==> src/rtl/led_bus_pkg.sv <==
// Shared state/owner types and parameter defaults for the LED serial-bus sequencer.
package led_bus_pkg;

  typedef enum logic [2:0] {
    ST_INIT_START,
    ST_INIT_WAIT,
    ST_GUARD,
    ST_IDLE,
    ST_FRAME
  } state_t;

  typedef enum logic [1:0] {
    OWN_NONE,
    OWN_INIT,
    OWN_FRAME
  } owner_t;

  localparam int DEF_GUARD_CYCLES   = 4;
  localparam int DEF_TIMEOUT_CYCLES = 65536;

endpackage

==> src/rtl/led_bus_mux.sv <==
// Registered three-line bus mux: every line sees the same single-cycle delay
// from the selected owner's drive to the LED-driver pins.
module led_bus_mux
  import led_bus_pkg::*;
(
  input  logic       spiClk,
  input  logic       reset,
  input  logic [1:0] owner,
  input  logic       initLat,
  input  logic       initSdo,
  input  logic       initSclk,
  input  logic       frameLat,
  input  logic       frameSdo,
  input  logic       frameSclk,
  output logic       LAT,
  output logic       SDOsingle,
  output logic       SCLK
);

  // The pins must fall to idle on the cycle after reset, so the bus registers are reset too.
  always_ff @(posedge spiClk) begin
    if (reset) begin
      LAT       <= 1'b0;
      SDOsingle <= 1'b0;
      SCLK      <= 1'b0;
    end else begin
      unique case (owner)
        OWN_INIT: begin
          LAT       <= initLat;
          SDOsingle <= initSdo;
          SCLK      <= initSclk;
        end
        OWN_FRAME: begin
          LAT       <= frameLat;
          SDOsingle <= frameSdo;
          SCLK      <= frameSclk;
        end
        default: begin
          LAT       <= 1'b0;
          SDOsingle <= 1'b0;
          SCLK      <= 1'b0;
        end
      endcase
    end
  end

endmodule

==> src/rtl/led_bus_sequencer.sv <==
// Arbitrates the LED-driver serial bus between the init engine and the frame
// shifter, with guard gaps, hang recovery and periodic/host-requested re-init.
module led_bus_sequencer
  import led_bus_pkg::*;
#(
  parameter int REINIT_FRAMES  = 0,
  parameter int GUARD_CYCLES   = DEF_GUARD_CYCLES,
  parameter int TIMEOUT_CYCLES = DEF_TIMEOUT_CYCLES
) (
  input  logic        spiClk,
  input  logic        reset,
  output logic        initStart,
  input  logic        initDone,
  input  logic        initLat,
  input  logic        initSdo,
  input  logic        initSclk,
  input  logic        frameReq,
  output logic        frameGrant,
  input  logic        frameDone,
  input  logic        frameLat,
  input  logic        frameSdo,
  input  logic        frameSclk,
  input  logic        reinitReq,
  output logic        LAT,
  output logic        SDOsingle,
  output logic        SCLK,
  output logic        ready,
  output logic        errTimeout,
  output logic [15:0] frameCount
);

  localparam int              GW           = (GUARD_CYCLES > 1) ? $clog2(GUARD_CYCLES) : 1;
  localparam int              TW           = $clog2(TIMEOUT_CYCLES + 1);
  localparam logic [GW-1:0]   GUARD_LAST   = GW'(GUARD_CYCLES - 1);
  localparam logic [TW-1:0]   TIMEOUT_LAST = TW'(TIMEOUT_CYCLES - 1);
  localparam logic [15:0]     REINIT_AT    = 16'(REINIT_FRAMES);

  state_t        state, state_next;
  state_t        guard_to, guard_to_next;
  owner_t        owner;
  logic [GW-1:0] gcnt;
  logic [TW-1:0] tcnt;
  logic          done_q;
  logic          pend;
  logic          pend_eff;
  logic          init_fin;
  logic          frame_fin;
  logic          tmo;
  logic          reinit_due;

  // A host request in the deciding cycle counts as already pending.
  assign pend_eff   = pend | reinitReq;
  assign reinit_due = frame_fin && (REINIT_FRAMES != 0) && (frameCount + 16'd1 == REINIT_AT);

  always_comb begin
    state_next    = state;
    guard_to_next = guard_to;
    owner         = OWN_NONE;
    initStart     = 1'b0;
    frameGrant    = 1'b0;
    ready         = 1'b0;
    init_fin      = 1'b0;
    frame_fin     = 1'b0;
    tmo           = 1'b0;
    unique case (state)
      ST_INIT_START: begin
        owner      = OWN_INIT;
        initStart  = ~reset;
        state_next = ST_INIT_WAIT;
      end
      ST_INIT_WAIT: begin
        owner = OWN_INIT;
        if (initDone && !done_q) begin
          init_fin      = 1'b1;
          state_next    = ST_GUARD;
          guard_to_next = ST_IDLE;
        end else if (tcnt == TIMEOUT_LAST) begin
          tmo           = 1'b1;
          state_next    = ST_GUARD;
          guard_to_next = ST_INIT_START;
        end
      end
      ST_GUARD: begin
        if (gcnt == GUARD_LAST) begin
          state_next = (pend_eff || guard_to == ST_INIT_START) ? ST_INIT_START : ST_IDLE;
        end
      end
      ST_IDLE: begin
        ready = 1'b1;
        if (pend_eff) begin
          state_next    = ST_GUARD;
          guard_to_next = ST_INIT_START;
        end else if (frameReq) begin
          state_next = ST_FRAME;
        end
      end
      ST_FRAME: begin
        owner      = OWN_FRAME;
        frameGrant = 1'b1;
        if (frameDone) begin
          frame_fin     = 1'b1;
          state_next    = ST_GUARD;
          guard_to_next = ST_IDLE;
        end else if (tcnt == TIMEOUT_LAST) begin
          tmo           = 1'b1;
          state_next    = ST_GUARD;
          guard_to_next = ST_INIT_START;
        end
      end
      default: state_next = ST_INIT_START;
    endcase
  end

  always_ff @(posedge spiClk) begin
    if (reset) begin
      state      <= ST_INIT_START;
      guard_to   <= ST_IDLE;
      gcnt       <= '0;
      tcnt       <= '0;
      done_q     <= 1'b0;
      pend       <= 1'b0;
      errTimeout <= 1'b0;
      frameCount <= '0;
    end else begin
      state    <= state_next;
      guard_to <= guard_to_next;
      done_q   <= initDone;
      if (state_next != state) begin
        gcnt <= '0;
        tcnt <= '0;
      end else begin
        if (state == ST_GUARD) gcnt <= gcnt + 1'b1;
        if (state == ST_INIT_WAIT || state == ST_FRAME) tcnt <= tcnt + 1'b1;
      end
      // Starting an init satisfies every request seen up to that point.
      if (state_next == ST_INIT_START && state != ST_INIT_START) pend <= 1'b0;
      else if (reinitReq || reinit_due) pend <= 1'b1;
      if (tmo) errTimeout <= 1'b1;
      if (init_fin) frameCount <= '0;
      else if (frame_fin) frameCount <= frameCount + 16'd1;
    end
  end

  led_bus_mux u_mux (
    .spiClk    (spiClk),
    .reset     (reset),
    .owner     (owner),
    .initLat   (initLat),
    .initSdo   (initSdo),
    .initSclk  (initSclk),
    .frameLat  (frameLat),
    .frameSdo  (frameSdo),
    .frameSclk (frameSclk),
    .LAT       (LAT),
    .SDOsingle (SDOsingle),
    .SCLK      (SCLK)
  );

endmodule

==> config.mk <==
export PLATFORM = sky130hd
export DESIGN_NAME = led_bus_sequencer
export DESIGN_NICKNAME = d
export VERILOG_FILES = /design/src/rtl/led_bus_pkg.sv /design/src/rtl/led_bus_mux.sv /design/src/rtl/led_bus_sequencer.sv
export SDC_FILE = /design/constraint.sdc
export NUM_CORES = 1
export LEC_CHECK = 0
export ABC_AREA = 1
export ABC_CLOCK_PERIOD_IN_PS = 4100
export BUFFER_PORTS_ARGS = -buffer_cell sky130_fd_sc_hd__buf_2
export CORE_ASPECT_RATIO = 1.5
export CORE_UTILIZATION = 52
export CTS_BUF_LIST = sky130_fd_sc_hd__clkbuf_8
export DETAILED_ROUTE_END_ITERATION = 12
export GPL_TIMING_DRIVEN = 0
export HOLD_SLACK_MARGIN = 0.12
export PLACE_DENSITY = 0.7
export SYNTH_ARGS = -nofsm -noshare
export SYNTH_HDL_FRONTEND = slang
export SYNTH_SLANG_ARGS = --single-unit
==> constraint.sdc <==
create_clock -name spiClk -period 4.1 [get_ports spiClk]
set_input_delay 0.41 -clock spiClk [delete_from_list [all_inputs] [get_ports spiClk]]
set_output_delay 0.41 -clock spiClk [all_outputs]
set_load 0.05 [all_outputs]
==> summary.txt <==
Run status
  • Status: finished clean

Route
  • DR iter-0 viols: 83
  • Post-DRT Antenna Nets: 0
  • Wirelength, routed: 4809 um
  • Vias per cell: 4.775
  • DRC: 0
  • Vias post-DR: 2,120
  • Routed len/inst: 10.83 um
  • First-pass DRT Iterations: 4

Synth
  • Mapped Avg Cell Area: 7.355 um2
  • Post-Syn Area: 2486 um2
  • Main combinational cell family by area after synthesis: simple AND/OR/NAND/NOR gates
  • Compound-Gate Fraction of Synth Area: 0.07046
  • Seq/Total Area, Yosys: 0.3785
  • Synth top area share: 0.3785
  • Synth Area in Adders: 0.02013
  • Synth area leaders: dfxtp_1 (38%), nand2_1 (11%), nor2_1 (8.5%)
  • Yosys Warn Count: 0
  • FF+latch count, synth: 47
  • Mux cell area share after synthesis: 0.01258
  • Synth Area in Simple Gates: 0.3659
  • Xor/xnor cell area share of the yosys netlist: 0.07750
  • Cells after synthesis: 338
  • Unique masters post-synth: 33
  • Yosys top cell by area: dfxtp_1
  • Post-synthesis net count: 354

Timing
  • Highest Clock Rate: 437.2 MHz
  • Tightest Pin Transition: 0.5116 ns
  • Crit share post-route: 0.5579
  • Slew Limit Fails: 0
  • RSZ-0062 raised after global routing: no
  • Relative slew margins: 0.6553
  • Fin Clk Skew: 0.01073 ns
  • Final worst setup slack: 1.813 ns
  • Final count of negative-setup-slack endpoints: 0
  • Minimum clock period: 2.287 ns
  • Hold Fails Final Rpt: 0
  • Setup total negative slack: 0 ns

Clock network
  • TritonCTS Buffers: 5
  • Worst skew pair latency: 0.30 ns
  • Postcts setup bufs: 0
  • PostCTS Resize Cnt: 0
  • Clock Path Buffers: 2
  • Reg clk slew, reported paths: 0.08 ns
  • Clk sink count: 47
  • CTS Root Buffer Type: clkbuf_8
  • CTS tree: done
  • H-tree Lvls: 2
  • Cts hold-fix bufs: 0

Finish
  • Antenna cells: 0
  • Commonest non-fill, non-tap cell in the layout: nand2_1
  • Fin cells: 444
  • Most frequent cells in the layout: nand2_1 (73), nor2_1 (56), dfxtp_1 (47)
  • Layout cells sized above 1: 0.2053
  • Nets: 395
  • Area growth from synthesis to layout: 14.09%

Global routing
  • Vias in the first global route: 1,832
  • First-pass GRT wire length: 7928 um
  • GR Overflow Total: 0
  • Initial antenna violation count: 0
  • Largest net degree at the start of global routing: 14
  • Total track usage: 0.2026

Pwr
  • PwrDens: 314.5 nW/um2
  • Switching part of the total: 0.2681
  • Pint: 0.0006529 W
  • Clock power share: 0.338
  • Logic pwr share: 0.135
  • Worst-case vdd ir drop: 0.2604 mV
  • Pleak: 1.176 nW
  • Sequential Power Share: 0.527
  • NetSw: 0.0002392 W

Placement
  • Setup WS pre-CTS: 1.798 ns
  • RD Place Congestion: 0.8574
  • HPWL after DPL: 3670 um
  • Cell Count Post-Placement: 436
  • IO buf count: 34

Critical path
  • WP data arrival: 2.47 ns
  • Crit Path Category: reg -> reg
  • Startpoint Class: flip-flop
  • Slowest CP cell: dfxtp_1
  • Endpoint type of the worst setup path: flip-flop
  • Slowest Stage Delay on Critical Path: 0.38 ns
  • Worst path cell trace: ha_1 > nand3_1 > nor2_1 > nand3_1 > nor2_1 > ha_1 > inv_1 > nand2_1 > nand3_1 > nand2_1 > nor2_1 > nand2_1 > nand2_1 > nand2_1 > nor2_4 > nand2_4 > buf_12 > nor2_4
  • Worst Path Max Fanout: 10
  • Cell mode on critical path: nand2_1
  • Worst Path Required: 4.29 ns

Flow run
  • Max Cap Viol: 0

Worst hold path
  • Min-Delay Path Class: in -> reg

Die
  • Ports: 35
  • Starting Density: 0.5474
  • Die Width: 58.46 um
  • Die height: 86.69 um
  • Die area: 5067 um2
  • Std-Cell Rows: 30
  • Core area: 4542 um2
==> cells by family (layout without fill, tap and decap cells) <==
group,after synthesis,count (layout)
flip-flops,47,47
multiplexers,3,3
XOR/XNOR,22,22
AND/OR/NAND/NOR,187,187
buffers and inverters,43,85
AO/OA/AOI/OAI,32,32
adder cells (fa/ha/maj),4,4
==> through the flow <==
step,hold WS (ns),util,instance area [um2],total power [W]
5_1_grt,0.3415,0.6245,2836,0.0009397
2_1_floorplan,0.4235,-,2486,0.0005747
3_5_place_dp,0.4413,0.6025,2736,0.0006030
3_3_place_gp,0.4354,0.6025,2736,0.0006026
4_1_cts,0.3368,0.6245,2836,0.0009041
6_report,0.3482,0.6245,2836,0.0008921
==> Yosys cell counts (all sizes together) <==
cell type  number
o2111ai         1
nor3            9
mux2            1
nand4           5
nor2           76
o21a            3
dfxtp          47
ha              4
o21ai           8
o22ai           1
buf             4
nand2          80
a211oi          1
clkbuf          1
and3            1
inv            38
xor2           13
nand3b          1
a21oi          18
xnor2           9
mux2i           2
nand3          15
==> worst max-delay path, delay by kind of cell, from the launching register on <==
kind | cells | cell delay [ns]
adders and majority gates | 2 | 0.43
buffers and inverters | 2 | 0.28
DFF | 1 | 0.38
and+or+nand+nor | 14 | 1.08
==> power groups by stage <==
stage	registers, W	logic, W	clock network (W)
after global placement	0.000481	0.000122	0
after CTS	0.000470	0.000123	0.000312
after global routing	0.000471	0.000133	0.000335
after floorplan	0.000487	0.0000875	0
final	0.000470	0.000121	0.000302
after detailed placement	0.000481	0.000122	0
==> cell type report <==
type                    instances  area [um2]
fillers                       436        1705
clock inverters                 1       3.754
clock buffers                   7       96.34
plain buffers                   5       43.79
multi-input cells             248        1359
flip-flops and latches         47       940.9
repair buffers                 34       170.2
well taps                      64       80.08
inverters                      38       142.6
==> sequential cells by signal, summed over array words and instances, names as in the netlist <==
register	cells
pend	1
errTimeout	1
u_mux.SCLK	1
guard_to	3
u_mux.LAT	1
state	3
u_mux.SDOsingle	1
tcnt	17
frameCount	16
done_q	1
gcnt	2
==> layer usage <==
layer,vias to the layer above,global-route usage,share of wire
met5,-,0,0
met4,0,0.08658,0.017
met3,6,0.03582,0.020
met2,31,0.3490,0.51
met1,942,0.2431,0.45
li1,1141,-,-
==> path summary, 6_finish.rpt <==
| kind | startpoint | endpoint | slack [ns] | cells past startpoint |
|---|---|---|---|---|
| worst min register to register | guard_to[2]$_SDFFE_PP0P_ | guard_to[2]$_SDFFE_PP0P_ | 0.45 | 2 |
| worst max-delay path | tcnt[0]$_SDFFE_PP0P_ | tcnt[5]$_SDFFE_PP0P_ | 1.81 | 18 |
| worst min-delay path | initDone | done_q$_SDFF_PP0_ | 0.35 | 3 |
| worst max register to register | tcnt[0]$_SDFFE_PP0P_ | tcnt[5]$_SDFFE_PP0P_ | 1.81 | 18 |
Note: power is estimated with default switching activity, not from simulation.
